--- config.mk ---
export PLATFORM = sky130hd
export DESIGN_NAME = key_conditioner_flat
export DESIGN_NICKNAME = d
export VERILOG_FILES = /design/src/rtl/key_pkg.sv /design/src/rtl/key_conditioner_if.sv /design/src/rtl/key_channel.sv /design/src/rtl/key_conditioner.sv /design/src/flat_wrapper.sv
export SDC_FILE = /design/constraint.sdc
export NUM_CORES = 1
export LEC_CHECK = 0
export ABC_AREA = 1
export CAP_MARGIN = 30
export CORE_AREA = 8 8 116 140
export CTS_CLUSTER_SIZE = 12
export DETAILED_ROUTE_END_ITERATION = 10
export DIE_AREA = 0 0 124 148
export HOLD_SLACK_MARGIN = 0.06
export PLACE_DENSITY = 0.64
export SLEW_MARGIN = 10
export SYNTH_ARGS = -nofsm -noshare
export SYNTH_HDL_FRONTEND = slang
export SYNTH_HIERARCHICAL = 1
export SYNTH_SLANG_ARGS = --single-unit
export TNS_END_PERCENT = 100
--- constraint.sdc ---
create_clock -name CLOCK_24 -period 1.7 [get_ports CLOCK_24]
set_input_delay 0.425 -clock CLOCK_24 [delete_from_list [all_inputs] [get_ports CLOCK_24]]
set_output_delay 0.425 -clock CLOCK_24 [all_outputs]
set_load 0.01 [all_outputs]
--- src/rtl/key_pkg.sv ---
// Shared types and constants for the push-button conditioner: hold-FSM states,
// default timing at 24 MHz, and a counter-width helper.
package key_pkg;

    typedef enum logic [1:0] {
        ST_IDLE = 2'd0,
        ST_DOWN = 2'd1,
        ST_HELD = 2'd2
    } hold_state_e;

    localparam int CLK_HZ               = 24000000;
    localparam int DEF_DEBOUNCE_CYCLES  = CLK_HZ / 100;  // 10 ms
    localparam int DEF_HOLD_CYCLES      = CLK_HZ / 2;    // 500 ms
    localparam int DEF_REPEAT_CYCLES    = CLK_HZ / 8;    // 125 ms

    // A count of 1 still needs a 1-bit register, so never return 0.
    function automatic int cnt_w(input int n);
        return ($clog2(n) < 1) ? 1 : $clog2(n);
    endfunction

    function automatic int max2(input int a, input int b);
        return (a > b) ? a : b;
    endfunction

endpackage

--- src/rtl/key_conditioner_if.sv ---
// Key inputs and conditioned event/level outputs, one bit per key channel.
interface key_conditioner_if #(
    parameter int NUM_KEYS = 2
);
    logic [NUM_KEYS-1:0] KEY;
    logic [NUM_KEYS-1:0] pressed;
    logic [NUM_KEYS-1:0] press_pulse;
    logic [NUM_KEYS-1:0] release_pulse;
    logic [NUM_KEYS-1:0] held;
    logic [NUM_KEYS-1:0] repeat_pulse;

    modport master (
        output KEY,
        input  pressed, press_pulse, release_pulse, held, repeat_pulse
    );

    modport slave (
        input  KEY,
        output pressed, press_pulse, release_pulse, held, repeat_pulse
    );
endinterface

--- src/rtl/key_channel.sv ---
// One key: two-flop synchroniser, debounce, and hold/auto-repeat FSM.
module key_channel
    import key_pkg::*;
#(
    parameter int DEBOUNCE_CYCLES = DEF_DEBOUNCE_CYCLES,
    parameter int HOLD_CYCLES     = DEF_HOLD_CYCLES,
    parameter int REPEAT_CYCLES   = DEF_REPEAT_CYCLES
) (
    input  logic clk,
    input  logic rst_n,
    input  logic key_n,
    output logic pressed,
    output logic press_pulse,
    output logic release_pulse,
    output logic held,
    output logic repeat_pulse
);
    localparam int DB_W = cnt_w(DEBOUNCE_CYCLES);
    localparam int HC_W = cnt_w(max2(HOLD_CYCLES, REPEAT_CYCLES));
    localparam logic [DB_W-1:0] DB_LAST   = DB_W'(DEBOUNCE_CYCLES - 1);
    localparam logic [HC_W-1:0] HOLD_LAST = HC_W'(HOLD_CYCLES - 1);
    localparam logic [HC_W-1:0] RPT_LAST  = HC_W'(REPEAT_CYCLES - 1);

    logic            ff1_q, ff1_d, ff2_q, ff2_d;
    logic            stable_q, stable_d;
    logic [DB_W-1:0] db_cnt_q, db_cnt_d;
    logic            press_q, press_d, rel_q, rel_d;
    hold_state_e     state_q, state_d;
    logic [HC_W-1:0] hold_cnt_q, hold_cnt_d;
    logic            held_q, held_d, rpt_q, rpt_d;

    always_ff @(posedge clk) begin
        if (!rst_n) begin
            ff1_q      <= 1'b0;
            ff2_q      <= 1'b0;
            stable_q   <= 1'b0;
            db_cnt_q   <= '0;
            press_q    <= 1'b0;
            rel_q      <= 1'b0;
            state_q    <= ST_IDLE;
            hold_cnt_q <= '0;
            held_q     <= 1'b0;
            rpt_q      <= 1'b0;
        end else begin
            ff1_q      <= ff1_d;
            ff2_q      <= ff2_d;
            stable_q   <= stable_d;
            db_cnt_q   <= db_cnt_d;
            press_q    <= press_d;
            rel_q      <= rel_d;
            state_q    <= state_d;
            hold_cnt_q <= hold_cnt_d;
            held_q     <= held_d;
            rpt_q      <= rpt_d;
        end
    end

    // Debounce: any sample agreeing with the accepted level restarts the count.
    always_comb begin
        ff1_d    = ~key_n;
        ff2_d    = ff1_q;
        stable_d = stable_q;
        db_cnt_d = '0;
        press_d  = 1'b0;
        rel_d    = 1'b0;
        if (ff2_q != stable_q) begin
            if (db_cnt_q == DB_LAST) begin
                stable_d = ff2_q;
                press_d  = ff2_q;
                rel_d    = ~ff2_q;
            end else begin
                db_cnt_d = db_cnt_q + 1'b1;
            end
        end
    end

    // Hold FSM reacts to the accept event on the same edge as the pulse register.
    always_comb begin
        state_d    = state_q;
        hold_cnt_d = hold_cnt_q;
        held_d     = held_q;
        rpt_d      = 1'b0;
        case (state_q)
            ST_IDLE: begin
                if (press_d) begin
                    state_d    = ST_DOWN;
                    hold_cnt_d = '0;
                end
            end
            ST_DOWN: begin
                if (rel_d) begin
                    state_d    = ST_IDLE;
                    hold_cnt_d = '0;
                    held_d     = 1'b0;
                end else if (hold_cnt_q == HOLD_LAST) begin
                    state_d    = ST_HELD;
                    hold_cnt_d = '0;
                    held_d     = 1'b1;
                    rpt_d      = 1'b1;
                end else begin
                    hold_cnt_d = hold_cnt_q + 1'b1;
                end
            end
            ST_HELD: begin
                if (rel_d) begin
                    state_d    = ST_IDLE;
                    hold_cnt_d = '0;
                    held_d     = 1'b0;
                end else if (hold_cnt_q == RPT_LAST) begin
                    hold_cnt_d = '0;
                    rpt_d      = 1'b1;
                end else begin
                    hold_cnt_d = hold_cnt_q + 1'b1;
                end
            end
            default: begin
                state_d    = ST_IDLE;
                hold_cnt_d = '0;
                held_d     = 1'b0;
            end
        endcase
    end

    assign pressed       = stable_q;
    assign press_pulse   = press_q;
    assign release_pulse = rel_q;
    assign held          = held_q;
    assign repeat_pulse  = rpt_q;

endmodule

--- src/rtl/key_conditioner.sv ---
// Conditions NUM_KEYS raw active-low buttons into clean press/release/repeat
// events and pressed/held levels for the time-set logic.
module key_conditioner
    import key_pkg::*;
#(
    parameter int NUM_KEYS        = 2,
    parameter int DEBOUNCE_CYCLES = DEF_DEBOUNCE_CYCLES,
    parameter int HOLD_CYCLES     = DEF_HOLD_CYCLES,
    parameter int REPEAT_CYCLES   = DEF_REPEAT_CYCLES
) (
    input logic         CLOCK_24,
    input logic         RESET_N,
    key_conditioner_if.slave kif
);
    logic [NUM_KEYS-1:0] pressed_w, press_w, rel_w, held_w, rpt_w;

    for (genvar i = 0; i < NUM_KEYS; i++) begin : g_ch
        key_channel #(
            .DEBOUNCE_CYCLES (DEBOUNCE_CYCLES),
            .HOLD_CYCLES     (HOLD_CYCLES),
            .REPEAT_CYCLES   (REPEAT_CYCLES)
        ) u_ch (
            .clk           (CLOCK_24),
            .rst_n         (RESET_N),
            .key_n         (kif.KEY[i]),
            .pressed       (pressed_w[i]),
            .press_pulse   (press_w[i]),
            .release_pulse (rel_w[i]),
            .held          (held_w[i]),
            .repeat_pulse  (rpt_w[i])
        );
    end

    assign kif.pressed       = pressed_w;
    assign kif.press_pulse   = press_w;
    assign kif.release_pulse = rel_w;
    assign kif.held          = held_w;
    assign kif.repeat_pulse  = rpt_w;

endmodule

--- src/flat_wrapper.sv ---
// flat-port wrapper written by rule: the top's interface ports become plain ports
module key_conditioner_flat import key_pkg::*;
#(
    parameter int NUM_KEYS        = 2,
    parameter int DEBOUNCE_CYCLES = DEF_DEBOUNCE_CYCLES,
    parameter int HOLD_CYCLES     = DEF_HOLD_CYCLES,
    parameter int REPEAT_CYCLES   = DEF_REPEAT_CYCLES
)
  (CLOCK_24, RESET_N, kif_KEY, kif_pressed, kif_press_pulse, kif_release_pulse, kif_held, kif_repeat_pulse);
  key_conditioner_if #(.NUM_KEYS(NUM_KEYS)) kif_i ();
  input logic CLOCK_24;
  input logic RESET_N;
  input wire logic [$bits(kif_i.KEY)-1:0] kif_KEY;
  output wire logic [$bits(kif_i.pressed)-1:0] kif_pressed;
  output wire logic [$bits(kif_i.press_pulse)-1:0] kif_press_pulse;
  output wire logic [$bits(kif_i.release_pulse)-1:0] kif_release_pulse;
  output wire logic [$bits(kif_i.held)-1:0] kif_held;
  output wire logic [$bits(kif_i.repeat_pulse)-1:0] kif_repeat_pulse;
  assign kif_i.KEY = kif_KEY;
  assign kif_pressed = kif_i.pressed;
  assign kif_press_pulse = kif_i.press_pulse;
  assign kif_release_pulse = kif_i.release_pulse;
  assign kif_held = kif_i.held;
  assign kif_repeat_pulse = kif_i.repeat_pulse;
  key_conditioner #(.NUM_KEYS(NUM_KEYS), .DEBOUNCE_CYCLES(DEBOUNCE_CYCLES), .HOLD_CYCLES(HOLD_CYCLES), .REPEAT_CYCLES(REPEAT_CYCLES)) u_core (.CLOCK_24(CLOCK_24), .RESET_N(RESET_N), .kif(kif_i));
endmodule
==> summary.md, run 1 <==
| Metric | Value |
|---|---|
| Fill cells | 1311 |
| Largest net degree at the start of global routing | 29 |
| Status | complete, but fails checks |
| Core area | 0.01405 mm² |
| Total track usage | 0.1784 |
| Final Hold Viols | 0 |
| Most used cell, CP | nand3_4 |
| Rows | 48 |
| Multi-input gate area | 0.004197 mm² |
| EDFF count, synth | 0 |
| H-tree depth | 3 |
| Max-slew headroom | 0.7094 |
| Drt wl/cell | 13.35 µm |
| 1st-iter DRT viols | between 300 and 400 |
| Vias in the first global route | 5807 |
| Hpwl dp | 11.33 mm |
| IO buf count | 13 |
| Post-CTS Hold Buffers | 0 |
| Actual slew at the worst max-slew pin | 0.4358 ns |
| Setup CP Type | flop to flop |
| Fin crit share | 1.009 |
| Clock Latency Late Sink | around 0.36 ns |
| Antenna violations before repair | 0 |
| Boundary Pins | 14 |
| Antenna diodes | 0 |
| Clk_skew | between 0.006 and 0.007 ns |
| Final net count | 1116 |
| CTS Sinks | around 100 |
| Mean Syn Cell Area | around 6.3 µm² |
| Top Family by Delay on Critical Path | simple AND/OR/NAND/NOR gates |
| DR DRC count | 0 |
| Most common cell after layout, fill and taps aside | nand2_1 |
| Commonest cells after routing, fill and taps aside | nand2_1 (248), nor2_1 (142), inv_1 (100), buf_4 (96), dfxtp_1 (82) |
| Final slew viol count | 0 |
| Area Growth Syn to Fin | 36.79% |
| Die width | 124 µm |
| Syn_nets | between 900 and 1000 |
| Reg area | approximately 0.0021 mm² |
| Crit-path cells | ha_4, nand3_4, nor2_4, nand4_4, buf_6, nand3_4, o21ai_2, nand2_1, a21oi_1 |
| Leakage | 3.212 nW |
| Slack of the critical path | -0.01489 ns |
| CP endpoint kind | flop |
| Class of the worst hold path | flop to flop |
| Die Y | 148 µm |
| Drt pass-1 iters | 5 |
| CTS tree | built |
| CP max-delay cell | dfxtp_2 |
| ANT nets after route | 0 |
| DR vias | around 6500 |
| Buffer and inverter count on the worst path | 1 |
| Failing checks | negative setup slack |
| WP data arrival | just under 2 ns |
| Final worst path period need | 1.715 ns |
| Post-synthesis sequential area ratio | 0.3312 |
| Hold WS | ~0.41 ns |
| Critical path fanouts, max | 6 |
| Post-Synthesis Cell Area | 0.006166 mm² |
| PD cells | 532.2 mW/mm² |
| Routed Wire Length | 17.11 mm |
| CTS Buf Count | 9 |
| Startpoint Class | flop |
| Layout Utilization | 0.6002 |
| Max incr delay on CP | 0.37 ns |
| Initial Util | 0.4387 |
| Count of final setup violators | 9 |
| RSZ-0062 raised after global routing | yes |
| #FFs+latches synth | between 100 and 150 |
| Synth warn | 6 |
| CTS clock-pin slew for the worst setup and hold paths | roughly 0.07 ns |
| Post-Syn Instances | roughly 1000 |
| Root Driver | clkbuf_16 |
| Routability congestion estimate | between 0.9 and 1 |
| Maximum vdd drop | 0.4114 mV |
| Async SR Flop Fraction | 0 |
| Worst EP required | 1.93 ns |
| MaxCap Viol Count | 0 |
| Fraction of layout cells with a size suffix above 1 | 0.3062 |
| Bufs on Longest Clock Path | 2 |
| First-pass GRT wire length | 26.57 mm |
| Top_reg_cell synth | dfxtp_1 |
| Total die area | 0.01835 mm² |
| Drt via density | just over 5 |
| Netlist cell types | 45 |
| Grt ovf | 0 |
| Peak Freq | 583.1 MHz |
## stage by stage
step                      area [µm²]  setup TNS, ns  worst slack, ns  power, mW  cells
after floorplan                 6166              0          0.03807      2.490    981
after global placement          7164         -2.830         -0.07651      2.534   1243
after detailed placement        7164         -3.221          -0.1142      2.534   1243
after CTS                       7595              0        0.0008025      4.552   1262
after global routing            8434         -2.937          -0.1277      4.659   1282
final                           8434       -0.07782         -0.01489      4.488   1282
## Yosys cell counts, types with 9 or more instances
library cell,count,area [µm²]
dfxtp_1,102,2042
nand4_1,19,118.9
nor3_1,25,125.1
nand3_1,64,320.3
nand2_1,275,1032
nor2_1,179,671.9
a21oi_2,14,122.6
or2_2,9,56.30
ha_1,10,125.1
a21oi_1,61,305.3
o21ai_0,20,100.1
inv_1,108,405.4
clkbuf_1,9,33.78
## power by group
part / internal (mW) / total (mW) / switching (mW) / leakage (nW)
Combinational: 0.0311 / 0.0879 / 0.0568 / 2.25
Clock: 1.02 / 2.00 / 0.987 / 0.132
Sequential: 2.39 / 2.40 / 0.00343 / 0.832
Total: 3.44 / 4.49 / 1.05 / 3.21
## worst reg2reg max path, stage by stage, from the launching register on
cell	delay (ns)
dfxtp_2	0.37
ha_4	0.16
nand3_4	0.09
nor2_4	0.19
nand4_4	0.14
buf_6	0.15
nand3_4	0.15
o21ai_2	0.18
nand2_1	0.11
a21oi_1	0.06
## final timing paths
path                                  endpoint  cells past startpoint                            start  slack, ns
min reg2reg          u_core/g_ch[0].u_ch/ff2_q                      2        u_core/g_ch[0].u_ch/ff1_q       0.41
max reg2reg  u_core/g_ch[0].u_ch/hold_cnt_q[8]                      9  u_core/g_ch[0].u_ch/db_cnt_q[0]      -0.01
max          u_core/g_ch[0].u_ch/hold_cnt_q[8]                      9  u_core/g_ch[0].u_ch/db_cnt_q[0]      -0.01
min                  u_core/g_ch[0].u_ch/ff2_q                      2        u_core/g_ch[0].u_ch/ff1_q       0.41
## logic make-up (layout without fill, tap and decap cells)
family	count (synthesis)	in the layout	synth area share
and+or+nand+nor	615	615	0.4369
buffers and inverters	140	263	0.1000
AOI/OAI and AO/OA	105	108	0.09882
DFF	102	102	0.3312
adders and majority gates	10	10	0.02029
xor gates and xnor gates	9	9	0.01278
## what timing repair did
action | 4_1_cts | 5_1_grt
resized for setup | 32 | 176
buffers inserted | 2 | 14
setup endpoints to repair | 54 | 88
gates cloned | 1 | 6
pin swaps | 10 | 62
## metal layers
metal,global-route usage,part of all wire
met5,0,0
met4,0.06261,0.024
met3,0.03702,0.037
met2,0.3110,0.52
met1,0.2090,0.42
## flip-flops by register name, indices dropped and copies added, names as in the netlist
name                            count
u_core/g_ch.u_ch/hold_cnt_q        48
u_core/g_ch.u_ch/ff2_q              2
u_core/g_ch.u_ch/db_cnt_q          36
u_core/g_ch.u_ch/ff1_q              2
u_core/g_ch.u_ch/held               2
u_core/g_ch.u_ch/repeat_pulse       2
u_core/g_ch.u_ch/state_q            4
u_core/g_ch.u_ch/press_pulse        2
u_core/g_ch.u_ch/release_pulse      2
u_core/g_ch.u_ch/pressed            2
## final cells by class
class | count | share of cell area
clock inverters | 6 | 0.006231
flip-flops and latches | 102 | 0.2451
clock buffers | 10 | 0.02715
well taps | 175 | 0.02596
multi-input cells | 742 | 0.4976
repair buffers | 133 | 0.1470
inverters | 114 | 0.05103
Power figures use the tool's default switching activity.
==> inputs of run 2 (changes only) <==
--- a/config.mk
+++ b/config.mk
@@ -12,6 +12,7 @@
 export DETAILED_ROUTE_END_ITERATION = 10
 export DIE_AREA = 0 0 124 148
 export HOLD_SLACK_MARGIN = 0.06
+export MAX_ROUTING_LAYER = met4
 export PLACE_DENSITY = 0.64
 export SLEW_MARGIN = 10
 export SYNTH_ARGS = -nofsm -noshare
==> run 2 against run 1 <==
Net effect: the flow now finishes without violations; flip-flop and latch count unchanged; non-clock buffer count shrank 13; register-to-register slack gained 0.03 ns; first-iteration DRC count down 9.8%; via count shrank 3.9%; power rose by 1.3%; critical endpoint is now u_core/g_ch[0].u_ch/hold_cnt_q[20]; highest routed layer unchanged.
==> summary.md, run 2 (same netlist as run 1, synthesis figures left out) <==
| Metric | Value |
|---|---|
| MaxCap Viol Count | 0 (unchanged) |
| Max reg flops | 48 (unchanged) |
| CTS tree | built (unchanged) |
| Boundary Pins | 14 (unchanged) |
| First-pass GRT wire length | 25.49 mm (was 26.57 mm) |
| Hold Path Sink | u_core/g_ch[0].u_ch/ff2_q (unchanged) |
| Largest regs | u_core/g_ch.u_ch/hold_cnt_q: 48 flops, u_core/g_ch.u_ch/db_cnt_q: 36 flops, u_core/g_ch.u_ch/state_q: 4 flops (unchanged) |
| Vias in the first global route | 5615 (was 5807) |
| DR DRC count | 0 (unchanged) |
| 1st-iter DRT viols | 350 (was 388) |
| DR vias | 6258 (was 6514) |
| Setup TNS | 0 ns (was -0.07782 ns) |
| R2R Setup Slk | 0.02 ns (was -0.01 ns) |
| Layout Utilization | 0.5664 (was 0.6002) |
| CTS Sinks | 102 (unchanged) |
| Core area | 0.01405 mm² (unchanged) |
| Slack of the critical path | 0.01792 ns (was -0.01489 ns) |
| Grt ovf | 0 (unchanged) |
| Final net count | 1100 (was 1116) |
| Final worst path period need | 1.682 ns (was 1.715 ns) |
| Place WS | -0.07389 ns (was -0.1142 ns) |
| Startpoint Class | flop (unchanged) |
| Reg2Reg Capture Point | u_core/g_ch[0].u_ch/hold_cnt_q[20] (was u_core/g_ch[0].u_ch/hold_cnt_q[8]) |
| CTS Buf Count | 9 (unchanged) |
| Die Y | 148 µm (unchanged) |
| Leakage | 2.970 nW (was 3.212 nW) |
| Die width | 124 µm (unchanged) |
| Root Driver | clkbuf_16 (unchanged) |
| Antenna violations before repair | 0 (unchanged) |
| Commonest cells after routing, fill and taps aside | nand2_1 (262), nor2_1 (157), inv_1 (104), buf_4 (92), dfxtp_1 (84) (was nand2_1 (248), nor2_1 (142), inv_1 (100), buf_4 (96), dfxtp_1 (82)) |
| RSZ-0062 raised after global routing | yes (unchanged) |
| PD cells | 571.3 mW/mm² (was 532.2 mW/mm²) |
| Peak Freq | 594.5 MHz (was 583.1 MHz) |
| H-tree depth | 3 (unchanged) |
| Fill cells | 1340 (was 1311) |
| CTS clock-pin slew for the worst setup and hold paths | 0.08 ns (was 0.07 ns) |
| Antenna diodes | 0 (unchanged) |
| Fin crit share | 0.9895 (was 1.009) |
| Most common cell after layout, fill and taps aside | nand2_1 (unchanged) |
| Area Growth Syn to Fin | 29.10% (was 36.79%) |
| Setup CP Type | flop to flop (unchanged) |
| Drt pass-1 iters | 5 (unchanged) |
| Drt wl/cell | 12.40 µm (was 13.35 µm) |
| Fraction of layout cells with a size suffix above 1 | 0.2438 (was 0.3062) |
| Critical path fanouts, max | 6 (unchanged) |
| Status | complete, no violations (was complete, but fails checks) |
| Drt via density | 4.943 (was 5.081) |
| CP endpoint kind | flop (unchanged) |
| Largest net degree at the start of global routing | 29 (unchanged) |
| Largest Register | u_core/g_ch.u_ch/hold_cnt_q (unchanged) |
| Clock Latency Late Sink | 0.36 ns (about the same) |
| Final Total Pwr | 4.548 mW (was 4.488 mW) |
| Worst hold start | u_core/g_ch[0].u_ch/ff1_q (unchanged) |
| Final slew viol count | 0 (unchanged) |
| Bufs on Longest Clock Path | 2 (unchanged) |
| Total track usage | 0.1761 (was 0.1784) |
| Post-CTS Hold Buffers | 0 (unchanged) |
| Actual slew at the worst max-slew pin | 0.4063 ns (was 0.4358 ns) |
| Max-slew headroom | 0.7291 (was 0.7094) |
| IO buf count | 13 (unchanged) |
| WP data arrival | 1.92 ns (was 1.94 ns) |
| Hpwl dp | 11.30 mm (was 11.33 mm) |
| Initial Util | 0.4387 (unchanged) |
| Routed Wire Length | 15.70 mm (was 17.11 mm) |
| Class of the worst hold path | flop to flop (unchanged) |
| Count of final setup violators | 0 (was 9) |
| Worst r2r path cells | 11 (was 9) |
| Cells on Worst Hold Path | 2 (unchanged) |
| Multi-input gate area | 0.003886 mm² (was 0.004197 mm²) |
| Final Hold Viols | 0 (unchanged) |
| Total die area | 0.01835 mm² (unchanged) |
| Clk_skew | 0.01044 ns (was 0.006572 ns) |
| Maximum vdd drop | 0.4793 mV (was 0.4114 mV) |
| Rows | 48 (unchanged) |
| Reg-to-Reg Start | u_core/g_ch[0].u_ch/hold_cnt_q[0] (was u_core/g_ch[0].u_ch/db_cnt_q[0]) |
| ANT nets after route | 0 (unchanged) |
| Worst EP required | 1.93 ns (about the same) |
| Reg area | 0.002064 mm² (was 0.002067 mm²) |
| Routability congestion estimate | 0.9116 (was 0.9087) |
run 2: changes by cell type in the layout (fill, tap and decap cells not counted), moves of 5 or more:
cell     before  now
nor2_1      142  157
nand2_1     248  262
nand3_1      43   56
a21oi_1      44   56
a21oi_2      31   19
nand3_2      17    6
nor2_2       33   23
nand2_4      14    5
buf_6        12    7
nand2_2      20   15
nor2_4       16   11
run 2: layout make-up:
type | count | area share
clock buffer | 10 | 0.03002
sequential | 102 | 0.2594
tap | 175 | 0.02751
timing repair buffer | 120 | 0.1344
inverter | 114 | 0.05376
clock inverter | 6 | 0.006759
multi-input combinational | 739 | 0.4882
run 2: worst max-delay path by stage:
stage | cells after the start | start | slack, ns | end
after global placement | 6 | RESET_N | -0.08 | u_core/g_ch[1].u_ch/db_cnt_q[14]
after CTS | 9 | u_core/g_ch[1].u_ch/db_cnt_q[0] | -0.003 | u_core/g_ch[1].u_ch/hold_cnt_q[14]
after floorplan | 11 | u_core/g_ch[0].u_ch/hold_cnt_q[0] | 0.04 | u_core/g_ch[0].u_ch/hold_cnt_q[18]
after detailed placement | 7 | RESET_N | -0.07 | u_core/g_ch[0].u_ch/db_cnt_q[12]
final | 11 | u_core/g_ch[0].u_ch/hold_cnt_q[0] | 0.02 | u_core/g_ch[0].u_ch/hold_cnt_q[20]
after global routing | 11 | u_core/g_ch[0].u_ch/hold_cnt_q[1] | -0.05 | u_core/g_ch[0].u_ch/hold_cnt_q[15]
run 2: metrics by stage:
step / hold slack (ns) / cells / cell area [µm²]
detailed placement: 0.3996 / 1234 / 7072
floorplan: 0.3900 / 981 / 6166
global route: 0.4378 / 1266 / 7960
CTS: 0.4187 / 1256 / 7486
finish: 0.4153 / 1266 / 7960
global placement: 0.3941 / 1234 / 7072
run 2: timing repair:
action	in CTS	in global routing
cloned	0	4
pin swaps	9	30
endpoints found under the setup margin	57	69
gates resized for setup	23	100
setup buffers	6	6
run 2: power by group:
group | internal, mW | total, mW | switching (mW)
clock | 1.06 | 2.07 | 1.00
sequential | 2.39 | 2.40 | 0.00332
combinational | 0.0320 | 0.0847 | 0.0527
total | 3.49 | 4.55 | 1.06
run 2: layer usage:
metal | wire, µm | global-route usage | share of wire | vias up
met5 | 0 | - | 0 | -
met4 | 361 | 0.07394 | 0.023 | 0
met3 | 390 | 0.01947 | 0.025 | 28
met2 | 8046 | 0.3069 | 0.51 | 85
met1 | 6904 | 0.1983 | 0.44 | 2807
li1 | - | - | - | 3338
run 2: critical path, cell delays in order (launching register included):
cell	delay (ns)
dfxtp_2	0.35
ha_4	0.14
nand2_4	0.06
nor2_4	0.17
nand2_2	0.07
nor2_1	0.10
nand3_1	0.13
nand3_2	0.13
o21ai_4	0.10
clkbuf_16	0.18
nand2_1	0.06
a21oi_1	0.05
==> inputs of run 3 (changes only) <==
--- a/config.mk
+++ b/config.mk
@@ -11,6 +11,7 @@
 export CTS_CLUSTER_SIZE = 12
 export DETAILED_ROUTE_END_ITERATION = 10
 export DIE_AREA = 0 0 124 148
+export GPL_TIMING_DRIVEN = 0
 export HOLD_SLACK_MARGIN = 0.06
 export MAX_ROUTING_LAYER = met4
 export PLACE_DENSITY = 0.64
==> run 3 against run 2 <==
Net effect: the flow now finishes with violations (negative setup slack); setup slack worse by 0.10 ns; clock-buffer cell count is the same; first-iteration DRC count increased by 22%; flip-flop and latch count is the same; sequential power hardly changed; power down 0.29%; sequential share of layout area is 0.34 points higher; largest cell class unchanged; register-to-register slack got worse by 0.10 ns; hold slack improved by 0.0095 ns; clock power about the same; wire length up 7.2%; maximum frequency fell by 5.8%.
==> summary.md, run 3 (same netlist as run 1, synthesis figures left out) <==
| Metric | Value |
|---|---|
| Die Y | 148 µm (unchanged) |
| Buffer and inverter count on the worst path | 1 (unchanged) |
| Die width | 124 µm (unchanged) |
| Largest Register | u_core/g_ch.u_ch/hold_cnt_q (unchanged) |
| Root Driver | clkbuf_16 (unchanged) |
| Maximum vdd drop | 0.4492 mV (was 0.4793 mV) |
| IO buf count | 13 (unchanged) |
| DR DRC count | 0 (unchanged) |
| Top Family by Delay on Critical Path | simple AND/OR/NAND/NOR gates (unchanged) |
| Rows | 48 (unchanged) |
| Hpwl dp | 11.18 mm (was 11.30 mm) |
| Vias in the first global route | 5801 (was 5615) |
| CP max-delay cell | dfxtp_4 (was dfxtp_2) |
| CTS Buf Count | 9 (unchanged) |
| Area Growth Syn to Fin | 28.37% (was 29.10%) |
| Fin crit share | 1.051 (was 0.9895) |
| Setup CP Type | flop to flop (unchanged) |
| Drt via density | 5.146 (was 4.943) |
| Routability congestion estimate | 0.9193 (was 0.9116) |
| Commonest cells after routing, fill and taps aside | nand2_1 (248), nor2_1 (138), inv_1 (104), dfxtp_1 (80), a21oi_1 (50) (was nand2_1 (262), nor2_1 (157), inv_1 (104), buf_4 (92), dfxtp_1 (84)) |
| Largest regs | u_core/g_ch.u_ch/hold_cnt_q: 48 flops, u_core/g_ch.u_ch/db_cnt_q: 36 flops, u_core/g_ch.u_ch/state_q: 4 flops (unchanged) |
| Final net count | 1057 (was 1100) |
| H-tree depth | 3 (unchanged) |
| Critical path fanouts, max | 6 (unchanged) |
| Count of final setup violators | 25 (was 0) |
| CTS Sinks | 102 (unchanged) |
| Startpoint Class | flop (unchanged) |
| Bufs on Longest Clock Path | 2 (unchanged) |
| Clock Latency Late Sink | 0.36 ns (about the same) |
| CTS clock-pin slew for the worst setup and hold paths | 0.08 ns (about the same) |
| R2R Setup Slk | -0.09 ns (was 0.02 ns) |
| DP Cell Count | 1169 (was 1234) |
| Total die area | 0.01835 mm² (unchanged) |
| Total track usage | 0.1829 (was 0.1761) |
| Fill cells | 1347 (was 1340) |
| Drt wl/cell | 13.76 µm (was 12.40 µm) |
| Max-slew headroom | 0.5798 (was 0.7291) |
| Actual slew at the worst max-slew pin | 0.6302 ns (was 0.4063 ns) |
| RSZ-0062 raised after global routing | yes (unchanged) |
| Max incr delay on CP | 0.37 ns (was 0.35 ns) |
| Antenna violations before repair | 0 (unchanged) |
| Hold WS | 0.4248 ns (was 0.4153 ns) |
| Antenna diodes | 0 (unchanged) |
| Final worst path period need | 1.786 ns (was 1.682 ns) |
| Worst EP required | 1.92 ns (was 1.93 ns) |
| Setup TNS | -1.029 ns (was 0 ns) |
| Initial Util | 0.4387 (unchanged) |
| DR vias | 6294 (was 6258) |
| 1st-iter DRT viols | 427 (was 350) |
| Slack of the critical path | -0.08647 ns (was 0.01792 ns) |
| Final slew viol count | 0 (unchanged) |
| Core area | 0.01405 mm² (unchanged) |
| Peak Freq | 559.8 MHz (was 594.5 MHz) |
| PD cells | 572.9 mW/mm² (was 571.3 mW/mm²) |
| Largest net degree at the start of global routing | 20 (was 29) |
| Status | complete, but fails checks (was complete, no violations) |
| First-pass GRT wire length | 26.75 mm (was 25.49 mm) |
| CP endpoint kind | flop (unchanged) |
| Final Hold Viols | 0 (unchanged) |
| Place WS | -0.9944 ns (was -0.07389 ns) |
| Max reg flops | 48 (unchanged) |
| Leakage | 2.846 nW (was 2.970 nW) |
| Finished Layout Cells | 1223 (was 1266) |
| Boundary Pins | 14 (unchanged) |
| Post-CTS Hold Buffers | 0 (unchanged) |
| Class of the worst hold path | flop to flop (unchanged) |
| Crit-path cells | ha_4, nand2_4, nor2_4, nand2_2, nor2_2, nand3_2, nand3_4, o21ai_4, buf_4, nand2_1, a21oi_2 (was ha_4, nand2_4, nor2_4, nand2_2, nor2_1, nand3_1, nand3_2, o21ai_4, clkbuf_16, nand2_1, a21oi_1) |
| Grt ovf | 0 (unchanged) |
| Drt pass-1 iters | 5 (unchanged) |
| ANT nets after route | 0 (unchanged) |
| CTS tree | built (unchanged) |
| Most common cell after layout, fill and taps aside | nand2_1 (unchanged) |
| Failing checks | negative setup slack |
| MaxCap Viol Count | 0 (unchanged) |
| WP data arrival | 2.00 ns (was 1.92 ns) |
| Routed Wire Length | 16.83 mm (was 15.70 mm) |
| Clk_skew | 0.009422 ns (was 0.01044 ns) |
| Fraction of layout cells with a size suffix above 1 | 0.2634 (was 0.2438) |
==> run 3: layout make-up <==
class / instances / area, µm² / share of cell area
Clock buffer: 10 / 239.0 / 0.03019
Buffer: 26 / 241.5 / 0.03051
Tap cell: 175 / 219.0 / 0.02766
Clock inverter: 6 / 58.81 / 0.007430
Sequential cell: 102 / 2079 / 0.2627
Inverter: 114 / 427.9 / 0.05406
Timing Repair Buffer: 51 / 513.0 / 0.06481
Multi-Input combinational cell: 739 / 4136 / 0.5226
==> run 3: where the power goes <==
part,total (mW),internal [mW],switching [mW]
Sequential,2.39,2.39,0.00367
Combinational,0.0712,0.0189,0.0524
Clock,2.07,1.08,0.995
Total,4.53,3.48,1.05
==> run 3: final timing paths <==
kind                                           from                                end  depth (start not counted)
hold reg to reg           u_core/g_ch[0].u_ch/ff1_q          u_core/g_ch[0].u_ch/ff2_q                          2
hold / removal            u_core/g_ch[0].u_ch/ff1_q          u_core/g_ch[0].u_ch/ff2_q                          2
setup / recovery  u_core/g_ch[0].u_ch/hold_cnt_q[1]  u_core/g_ch[0].u_ch/hold_cnt_q[6]                         11
setup reg to reg  u_core/g_ch[0].u_ch/hold_cnt_q[1]  u_core/g_ch[0].u_ch/hold_cnt_q[6]                         11
==> run 3: metrics by stage <==
step | total power [mW] | cell area, µm² | util
5_1_grt | 4.697 | 7915 | 0.5632
6_report | 4.535 | 7915 | 0.5632
3_5_place_dp | 2.517 | 6515 | 0.4636
3_3_place_gp | 2.516 | 6515 | 0.4636
4_1_cts | 4.615 | 7169 | 0.5102
2_1_floorplan | 2.490 | 6166 | -
==> run 3: repair_timing <==
| action | CTS | global route |
|---|---|---|
| cloned | 0 | 6 |
| setup buffers | 16 | 16 |
| resized for setup | 62 | 166 |
| pin swaps | 12 | 65 |
| setup endpoints to repair | 94 | 89 |
| endpoints found under the hold margin | 0 | 0 |
==> run 3: per-layer routing <==
layer / vias up / GRT usage / share of wire
met5: - / - / 0
met1: 2896 / 0.2044 / 0.42
met2: 114 / 0.3180 / 0.52
li1: 3243 / - / -
met3: 41 / 0.02786 / 0.033
met4: 0 / 0.07036 / 0.029
==> run 3: worst min-delay path: stages (launching register included) <==
cell and delay (ns):
dfxtp_1 0.31, nand2_1 0.05, inv_1 0.04
